===== src/rtl/dbg_reg_arb_if.sv =====
// rtl/dbg_reg_arb_if.sv - requester and core-side signal bundle for the debug register arbiter
interface dbg_reg_arb_if;
  logic        req_0, req_1;
  logic        we_0, we_1;
  logic [11:0] idx_0, idx_1;
  logic [31:0] wdata_0, wdata_1;
  logic        ack_0, ack_1;
  logic        err_0, err_1;
  logic [31:0] rdata;
  logic        core_halted;
  logic        debug_read, debug_write;
  logic [11:0] register_index;
  logic [31:0] debug_wdata;
  logic [31:0] debug_rdata;
  logic        reg_rack, reg_wack;

  modport slave (
    input  req_0, req_1, we_0, we_1, idx_0, idx_1, wdata_0, wdata_1,
    input  core_halted, debug_rdata, reg_rack, reg_wack,
    output ack_0, ack_1, err_0, err_1, rdata,
    output debug_read, debug_write, register_index, debug_wdata
  );

  modport master (
    output req_0, req_1, we_0, we_1, idx_0, idx_1, wdata_0, wdata_1,
    output core_halted, debug_rdata, reg_rack, reg_wack,
    input  ack_0, ack_1, err_0, err_1, rdata,
    input  debug_read, debug_write, register_index, debug_wdata
  );
endinterface


===== src/rtl/dbg_reg_arb.sv =====
// rtl/dbg_reg_arb.sv - two-requester round-robin arbiter for core debug register accesses
module dbg_reg_arb #(
  parameter int unsigned TIMEOUT = 255
) (
  input  logic         clk,
  input  logic         reset,
  dbg_reg_arb_if.slave bus
);
  typedef enum logic [1:0] {IDLE, ACCESS, ACK} state_e;

  state_e      state_q, state_d;
  logic        gnt_q, gnt_d;
  logic        last_q, last_d;
  logic [7:0]  cnt_q, cnt_d;
  logic        rd_q, rd_d;
  logic        wr_q, wr_d;
  logic [11:0] ridx_q, ridx_d;
  logic [31:0] rwd_q, rwd_d;
  logic [1:0]  ack_q, ack_d;
  logic [1:0]  err_q, err_d;
  logic [31:0] rdata_q, rdata_d;

  logic        any_req, sel, sel_we, done, gnt_req;
  logic [11:0] sel_idx;
  logic [31:0] sel_wdata;
  logic [7:0]  cnt_inc;

  // On a tie the requester that did not win last time is chosen.
  assign any_req   = bus.req_0 | bus.req_1;
  assign sel       = (bus.req_0 & bus.req_1) ? ~last_q : bus.req_1;
  assign sel_we    = sel ? bus.we_1 : bus.we_0;
  assign sel_idx   = sel ? bus.idx_1 : bus.idx_0;
  assign sel_wdata = sel ? bus.wdata_1 : bus.wdata_0;
  assign done      = (rd_q & bus.reg_rack) | (wr_q & bus.reg_wack);
  assign gnt_req   = gnt_q ? bus.req_1 : bus.req_0;
  assign cnt_inc   = cnt_q + 8'd1;

  always_comb begin
    state_d = state_q;
    gnt_d   = gnt_q;
    last_d  = last_q;
    cnt_d   = cnt_q;
    rd_d    = rd_q;
    wr_d    = wr_q;
    ridx_d  = ridx_q;
    rwd_d   = rwd_q;
    ack_d   = ack_q;
    err_d   = err_q;
    rdata_d = rdata_q;
    case (state_q)
      IDLE: begin
        if (any_req) begin
          gnt_d  = sel;
          last_d = sel;
          if (bus.core_halted) begin
            state_d = ACCESS;
            cnt_d   = 8'd0;
            rd_d    = ~sel_we;
            wr_d    = sel_we;
            ridx_d  = sel_idx;
            rwd_d   = sel_we ? sel_wdata : 32'd0;
          end else begin
            state_d      = ACK;
            ack_d[sel]   = 1'b1;
            err_d[sel]   = 1'b1;
            rdata_d      = 32'd0;
          end
        end
      end
      ACCESS: begin
        cnt_d = cnt_inc;
        // A matching core ack takes priority over an expiring timeout.
        if (done || cnt_inc == 8'(TIMEOUT)) begin
          state_d      = ACK;
          rd_d         = 1'b0;
          wr_d         = 1'b0;
          ridx_d       = 12'd0;
          rwd_d        = 32'd0;
          ack_d[gnt_q] = 1'b1;
          err_d[gnt_q] = ~done;
          rdata_d      = (done & rd_q) ? bus.debug_rdata : 32'd0;
        end
      end
      ACK: begin
        if (!gnt_req) begin
          state_d = IDLE;
          ack_d   = 2'b00;
          err_d   = 2'b00;
        end
      end
      default: state_d = IDLE;
    endcase
  end

  always_ff @(posedge clk) begin
    if (reset) begin
      state_q <= IDLE;
      gnt_q   <= 1'b0;
      last_q  <= 1'b1;
      cnt_q   <= 8'd0;
      rd_q    <= 1'b0;
      wr_q    <= 1'b0;
      ridx_q  <= 12'd0;
      rwd_q   <= 32'd0;
      ack_q   <= 2'b00;
      err_q   <= 2'b00;
      rdata_q <= 32'd0;
    end else begin
      state_q <= state_d;
      gnt_q   <= gnt_d;
      last_q  <= last_d;
      cnt_q   <= cnt_d;
      rd_q    <= rd_d;
      wr_q    <= wr_d;
      ridx_q  <= ridx_d;
      rwd_q   <= rwd_d;
      ack_q   <= ack_d;
      err_q   <= err_d;
      rdata_q <= rdata_d;
    end
  end

  assign bus.ack_0          = ack_q[0];
  assign bus.ack_1          = ack_q[1];
  assign bus.err_0          = err_q[0];
  assign bus.err_1          = err_q[1];
  assign bus.rdata          = rdata_q;
  assign bus.debug_read     = rd_q;
  assign bus.debug_write    = wr_q;
  assign bus.register_index = ridx_q;
  assign bus.debug_wdata    = rwd_q;
endmodule


===== src/flat_wrapper.sv =====
// flat-port wrapper written by rule: the top's interface ports become plain ports
module dbg_reg_arb_flat 
#(
  parameter int unsigned TIMEOUT = 255
)
  (clk, reset, bus_req_0, bus_req_1, bus_we_0, bus_we_1, bus_idx_0, bus_idx_1, bus_wdata_0, bus_wdata_1, bus_core_halted, bus_debug_rdata, bus_reg_rack, bus_reg_wack, bus_ack_0, bus_ack_1, bus_err_0, bus_err_1, bus_rdata, bus_debug_read, bus_debug_write, bus_register_index, bus_debug_wdata);
  dbg_reg_arb_if bus_i ();
  input  logic clk;
  input  logic reset;
  input wire logic [$bits(bus_i.req_0)-1:0] bus_req_0;
  input wire logic [$bits(bus_i.req_1)-1:0] bus_req_1;
  input wire logic [$bits(bus_i.we_0)-1:0] bus_we_0;
  input wire logic [$bits(bus_i.we_1)-1:0] bus_we_1;
  input wire logic [$bits(bus_i.idx_0)-1:0] bus_idx_0;
  input wire logic [$bits(bus_i.idx_1)-1:0] bus_idx_1;
  input wire logic [$bits(bus_i.wdata_0)-1:0] bus_wdata_0;
  input wire logic [$bits(bus_i.wdata_1)-1:0] bus_wdata_1;
  input wire logic [$bits(bus_i.core_halted)-1:0] bus_core_halted;
  input wire logic [$bits(bus_i.debug_rdata)-1:0] bus_debug_rdata;
  input wire logic [$bits(bus_i.reg_rack)-1:0] bus_reg_rack;
  input wire logic [$bits(bus_i.reg_wack)-1:0] bus_reg_wack;
  output wire logic [$bits(bus_i.ack_0)-1:0] bus_ack_0;
  output wire logic [$bits(bus_i.ack_1)-1:0] bus_ack_1;
  output wire logic [$bits(bus_i.err_0)-1:0] bus_err_0;
  output wire logic [$bits(bus_i.err_1)-1:0] bus_err_1;
  output wire logic [$bits(bus_i.rdata)-1:0] bus_rdata;
  output wire logic [$bits(bus_i.debug_read)-1:0] bus_debug_read;
  output wire logic [$bits(bus_i.debug_write)-1:0] bus_debug_write;
  output wire logic [$bits(bus_i.register_index)-1:0] bus_register_index;
  output wire logic [$bits(bus_i.debug_wdata)-1:0] bus_debug_wdata;
  assign bus_i.req_0 = bus_req_0;
  assign bus_i.req_1 = bus_req_1;
  assign bus_i.we_0 = bus_we_0;
  assign bus_i.we_1 = bus_we_1;
  assign bus_i.idx_0 = bus_idx_0;
  assign bus_i.idx_1 = bus_idx_1;
  assign bus_i.wdata_0 = bus_wdata_0;
  assign bus_i.wdata_1 = bus_wdata_1;
  assign bus_i.core_halted = bus_core_halted;
  assign bus_i.debug_rdata = bus_debug_rdata;
  assign bus_i.reg_rack = bus_reg_rack;
  assign bus_i.reg_wack = bus_reg_wack;
  assign bus_ack_0 = bus_i.ack_0;
  assign bus_ack_1 = bus_i.ack_1;
  assign bus_err_0 = bus_i.err_0;
  assign bus_err_1 = bus_i.err_1;
  assign bus_rdata = bus_i.rdata;
  assign bus_debug_read = bus_i.debug_read;
  assign bus_debug_write = bus_i.debug_write;
  assign bus_register_index = bus_i.register_index;
  assign bus_debug_wdata = bus_i.debug_wdata;
  dbg_reg_arb #(.TIMEOUT(TIMEOUT)) u_core (.clk(clk), .reset(reset), .bus(bus_i));
endmodule

===== config.mk =====
export PLATFORM = sky130hd
export DESIGN_NAME = dbg_reg_arb_flat
export DESIGN_NICKNAME = d
export VERILOG_FILES = /design/src/rtl/dbg_reg_arb_if.sv /design/src/rtl/dbg_reg_arb.sv /design/src/flat_wrapper.sv
export SDC_FILE = /design/constraint.sdc
export NUM_CORES = 1
export LEC_CHECK = 0
export BUFFER_PORTS_ARGS = -buffer_cell sky130_fd_sc_hd__buf_2
export CAP_MARGIN = 20
export CORE_MARGIN = 2
export CORE_UTILIZATION = 30
export CTS_CLUSTER_SIZE = 28
export DETAILED_ROUTE_END_ITERATION = 6
export PLACE_DENSITY = 0.63
export SLEW_MARGIN = 0
export SYNTH_ARGS = -nofsm -noshare
export SYNTH_HDL_FRONTEND = slang
export SYNTH_SLANG_ARGS = --single-unit

===== constraint.sdc =====
create_clock -name clk -period 2.75 [get_ports clk]
set_input_delay 0.275 -clock clk [delete_from_list [all_inputs] [get_ports clk]]
set_output_delay 0.275 -clock clk [all_outputs]
set_load 0.01 [all_outputs]

==> summary.md <==
| Metric | Value |
|---|---|
| Status | completed |
| DR iter-0 viols | between 200 and 250 |
| Post-DP HPWL | 8520 µm |
| Distinct cells, synth | between 40 and 50 |
| Worst-case clock buffer depth | 2 |
| Core area | 0.0140 mm² |
| Initial Util | 31.0% |
| GR Util met2 | 24.4% |
| Sequential element share of the synthesized area | 43.4% |
| CTS tree | built |
| Initial antenna violation count | 0 |
| Logic pwr share | 32.8% |
| Total Power | around 4200 µW |
| Root Buffer | clkbuf_16 |
| Final hold vios | 0 |
| GRT Total Usage | 15.1% |
| Antenna diode count | 0 |
| First-pass GRT wire length | just under 20,000 µm |
| Sw Ratio | approximately a third |
| Synth Warn # | 0 |
| Critical path endpoint category | flip-flop |
| Unrepaired setup endpoints after global routing | false |
| Final period util | 86.5% |
| Die H | roughly 120 µm |
| CTS Buf Count | 9 |
| Pleak | 0.00261 µW |
| Die X | 124 µm |
| Clock skew | between 5 and 6 ps |
| Synth-to-layout area growth | 34.2% |
| CP Max Fanout | 13 |
| Seq cells post-synth | 94 |
| Final wirelength | approximately 12,000 µm |
| GR Layer Usage met1 | 19.6% |
| Hold Crit Class | input port to flip-flop |
| Fmax | between 400 and 500 MHz |
| Reg clk slew, reported paths | 70 ps |
| Maximum VDD drop | 386 µV |
| CTS-repair resized insts | 0 |
| GRT busiest layer | met2 |
| CP startpoint kind | flip-flop |
| Max Cap Violations | 0 |
| Setup bufs post-CTS | 0 |
| Core Rows | 43 |
| GRT overflow | 0 |
| Setup TNS | 0 ps |
| Final setup fails | 0 |
| Routability congestion estimate | 0.832 |
| Port bufs | 210 |
| PD cells | 730 mW/mm² |
| Antenna-violating nets left | 0 |
| Vias in the first global route | approximately 3,800 |
| CTS H-tree depth | 3 |
| Nets | slightly above 800 |
| Clk pwr share | 29.2% |
| Clock Sinks | 94 |
| Die Area | 0.0154 mm² |
| Synth Net Count | 623 |
| Routed WL per cell | 13.5 µm |
| Clk Latency, worst-skew pair | roughly 340 ps |
| TritonRoute pass-1 iters | 4 |
| Avg Inst Size Synth | 8.87 µm² |
| DP Cell Count | 857 |
| Via density per instance | approximately 4.6 |
| Crit Path Class | flip-flop to flip-flop |
| Worst rel slew slack | a little under two fifths |
| Finished Layout Cells | 872 |
| Hold buffer count at CTS | 0 |
| Post-synthesis cell area | 0.00434 mm² |
| Internal | 2830 µW |
| Post-place setup slack | slightly above 400 ps |
| Total vias in the final route | 3,990 |
| Least-Margin Pin Slew | ~920 ps |
| Arrival @ worst endpoint | between 2000 and 3000 ps |
| Setup ws final | 372 ps |
| Post-route DRC | 0 |
| CP required | 3020 ps |
| Part of the power in registers | 38.0% |
| Largest net degree at the start of global routing | 36 |
| Fraction of layout cells with a size suffix above 1 | 36.8% |
| Met3 Usage GRT | 4.60% |
| Sw power | 1420 µW |
| I/O pins | 211 |
| Final Critical Period | 2380 ps |
| Mapped Cells | 489 |
| Final Max Slew Viols | 0 |
==> per-layer routing <==
| metal | part of all wire, % | wire, µm |
|---|---|---|
| met3 | 7.3 | 865 |
| met4 | 1.3 | 153 |
| met1 | 46 | 5410 |
| met2 | 45 | 5360 |
| met5 | 0 | 0 |
==> final cells by class <==
| cell class | instances | area [µm²] |
|---|---|---|
| clock inverter | 4 | 47.5 |
| timing repair buffer | 219 | 1130 |
| sequential | 94 | 1880 |
| clock buffer | 11 | 243 |
| fill | 1438 | 8170 |
| multi-input combinational | 357 | 2270 |
| tap | 180 | 225 |
| inverter | 7 | 26.3 |
==> critical path, cell delays in order (launching register included) <==
cell	delay (ps)
dfxtp_1	450
ha_1	260
and3_1	240
mux2i_1	250
nor2_1	60
nor2_1	710
nand3_1	150
a21oi_1	180
==> path summary, 6_finish.rpt <==
kind | from | endpoint | slack [ps] | cells past startpoint
hold reg to reg | u_core.bus.debug_wdata[31]$_SDFFE_PP0P_ | u_core.bus.debug_wdata[31]$_SDFFE_PP0P_ | 450 | 2
setup reg to reg | u_core.cnt_q[0]$_SDFFE_PP0P_ | u_core.bus.register_index[4]$_SDFFE_PP0P_ | 370 | 7
hold / removal | bus_debug_rdata[0] | u_core.bus.rdata[0]$_SDFFE_PP0P_ | 170 | 3
setup / recovery | u_core.cnt_q[0]$_SDFFE_PP0P_ | u_core.bus.register_index[4]$_SDFFE_PP0P_ | 370 | 7
==> power groups by stage <==
stage               Sequential (µW)  Combinational [µW]  Clock, µW
floorplan                      1700                 985          0
detailed placement             1640                1400          0
CTS                            1620                1410       1290
finish                         1610                1400       1240
global placement               1640                1410          0
global route                   1640                1540       1350
==> state kept, by name, indices dropped and copies added, names as in the netlist <==
register and flops:
u_core.bus.debug_wdata 32, u_core.bus.rdata 32, u_core.bus.register_index 12, u_core.cnt_q 8, u_core.ack_q 2, u_core.err_q 2
u_core.state_q 2, u_core.bus.debug_read 1, u_core.bus.debug_write 1, u_core.gnt_q 1, u_core.last_q 1
==> stage by stage <==
step | util, % | instance area, µm² | hold WS (ps)
after floorplan | - | 4340 | 414
after global placement | 39.5 | 5530 | 429
after detailed placement | 39.5 | 5530 | 436
after CTS | 41.6 | 5820 | 157
after global routing | 41.6 | 5820 | 165
final | 41.6 | 5820 | 171
==> layout by cell type (no fill, tap or decap), types with 2 or more instances in the layout <==
| cell type | n |
|---|---|
| a211oi_1 | 2 |
| a21oi_1 | 25 |
| a22oi_1 | 4 |
| a311oi_1 | 3 |
| a31oi_1 | 3 |
| a41oi_1 | 2 |
| and3_1 | 2 |
| buf_2 | 210 |
| buf_4 | 8 |
| clkbuf_16 | 9 |
| clkinv_2 | 2 |
| dfxtp_1 | 94 |
| ha_1 | 5 |
| inv_1 | 7 |
| mux2_2 | 14 |
| mux2i_1 | 66 |
| nand2_1 | 97 |
| nand2b_1 | 34 |
| nand3_1 | 16 |
| nand3b_1 | 2 |
| nor2_1 | 19 |
| nor3_1 | 5 |
| o21ai_0 | 38 |
==> synth_stat cells (all sizes together) <==
cell type / count / area share, %
nor2b: 1 / 0.14
or4: 1 / 0.17
a22oi: 5 / 0.98
inv: 7 / 0.61
o22a: 1 / 0.20
o21ai: 38 / 4.4
o22ai: 1 / 0.14
nand4: 1 / 0.14
buf: 10 / 2.5
o21a: 2 / 0.35
a21boi: 1 / 0.17
or3: 2 / 0.40
a221o: 1 / 0.23
o211ai: 1 / 0.17
a2bb2oi: 1 / 0.20
a311oi: 3 / 0.61
clkbuf: 21 / 1.8
dfxtp: 94 / 43
and2: 2 / 0.35
a41oi: 2 / 0.40
a211oi: 2 / 0.35
a21oi: 25 / 2.9
nor2: 19 / 1.6
nand4b: 1 / 0.20
and3: 2 / 0.29
a31oi: 4 / 0.58
mux2i: 66 / 15
ha: 5 / 1.4
nor3: 6 / 0.69
a21bo: 1 / 0.23
nand3: 16 / 1.8
nand2: 97 / 8.4
nand2b: 34 / 4.9
nand3b: 2 / 0.35
mux2: 14 / 3.6
==> kinds of logic after synthesis <==
kind of cell | after synthesis | synth area share (%)
AO/OA/AOI/OAI | 88 | 11.9
AND/OR/NAND/NOR | 184 | 19.5
buffers and inverters | 38 | 4.88
flip-flops | 94 | 43.4
multiplexers | 80 | 18.9
adder cells (fa/ha/maj) | 5 | 1.44
Note: power is estimated with default switching activity, not from simulation.
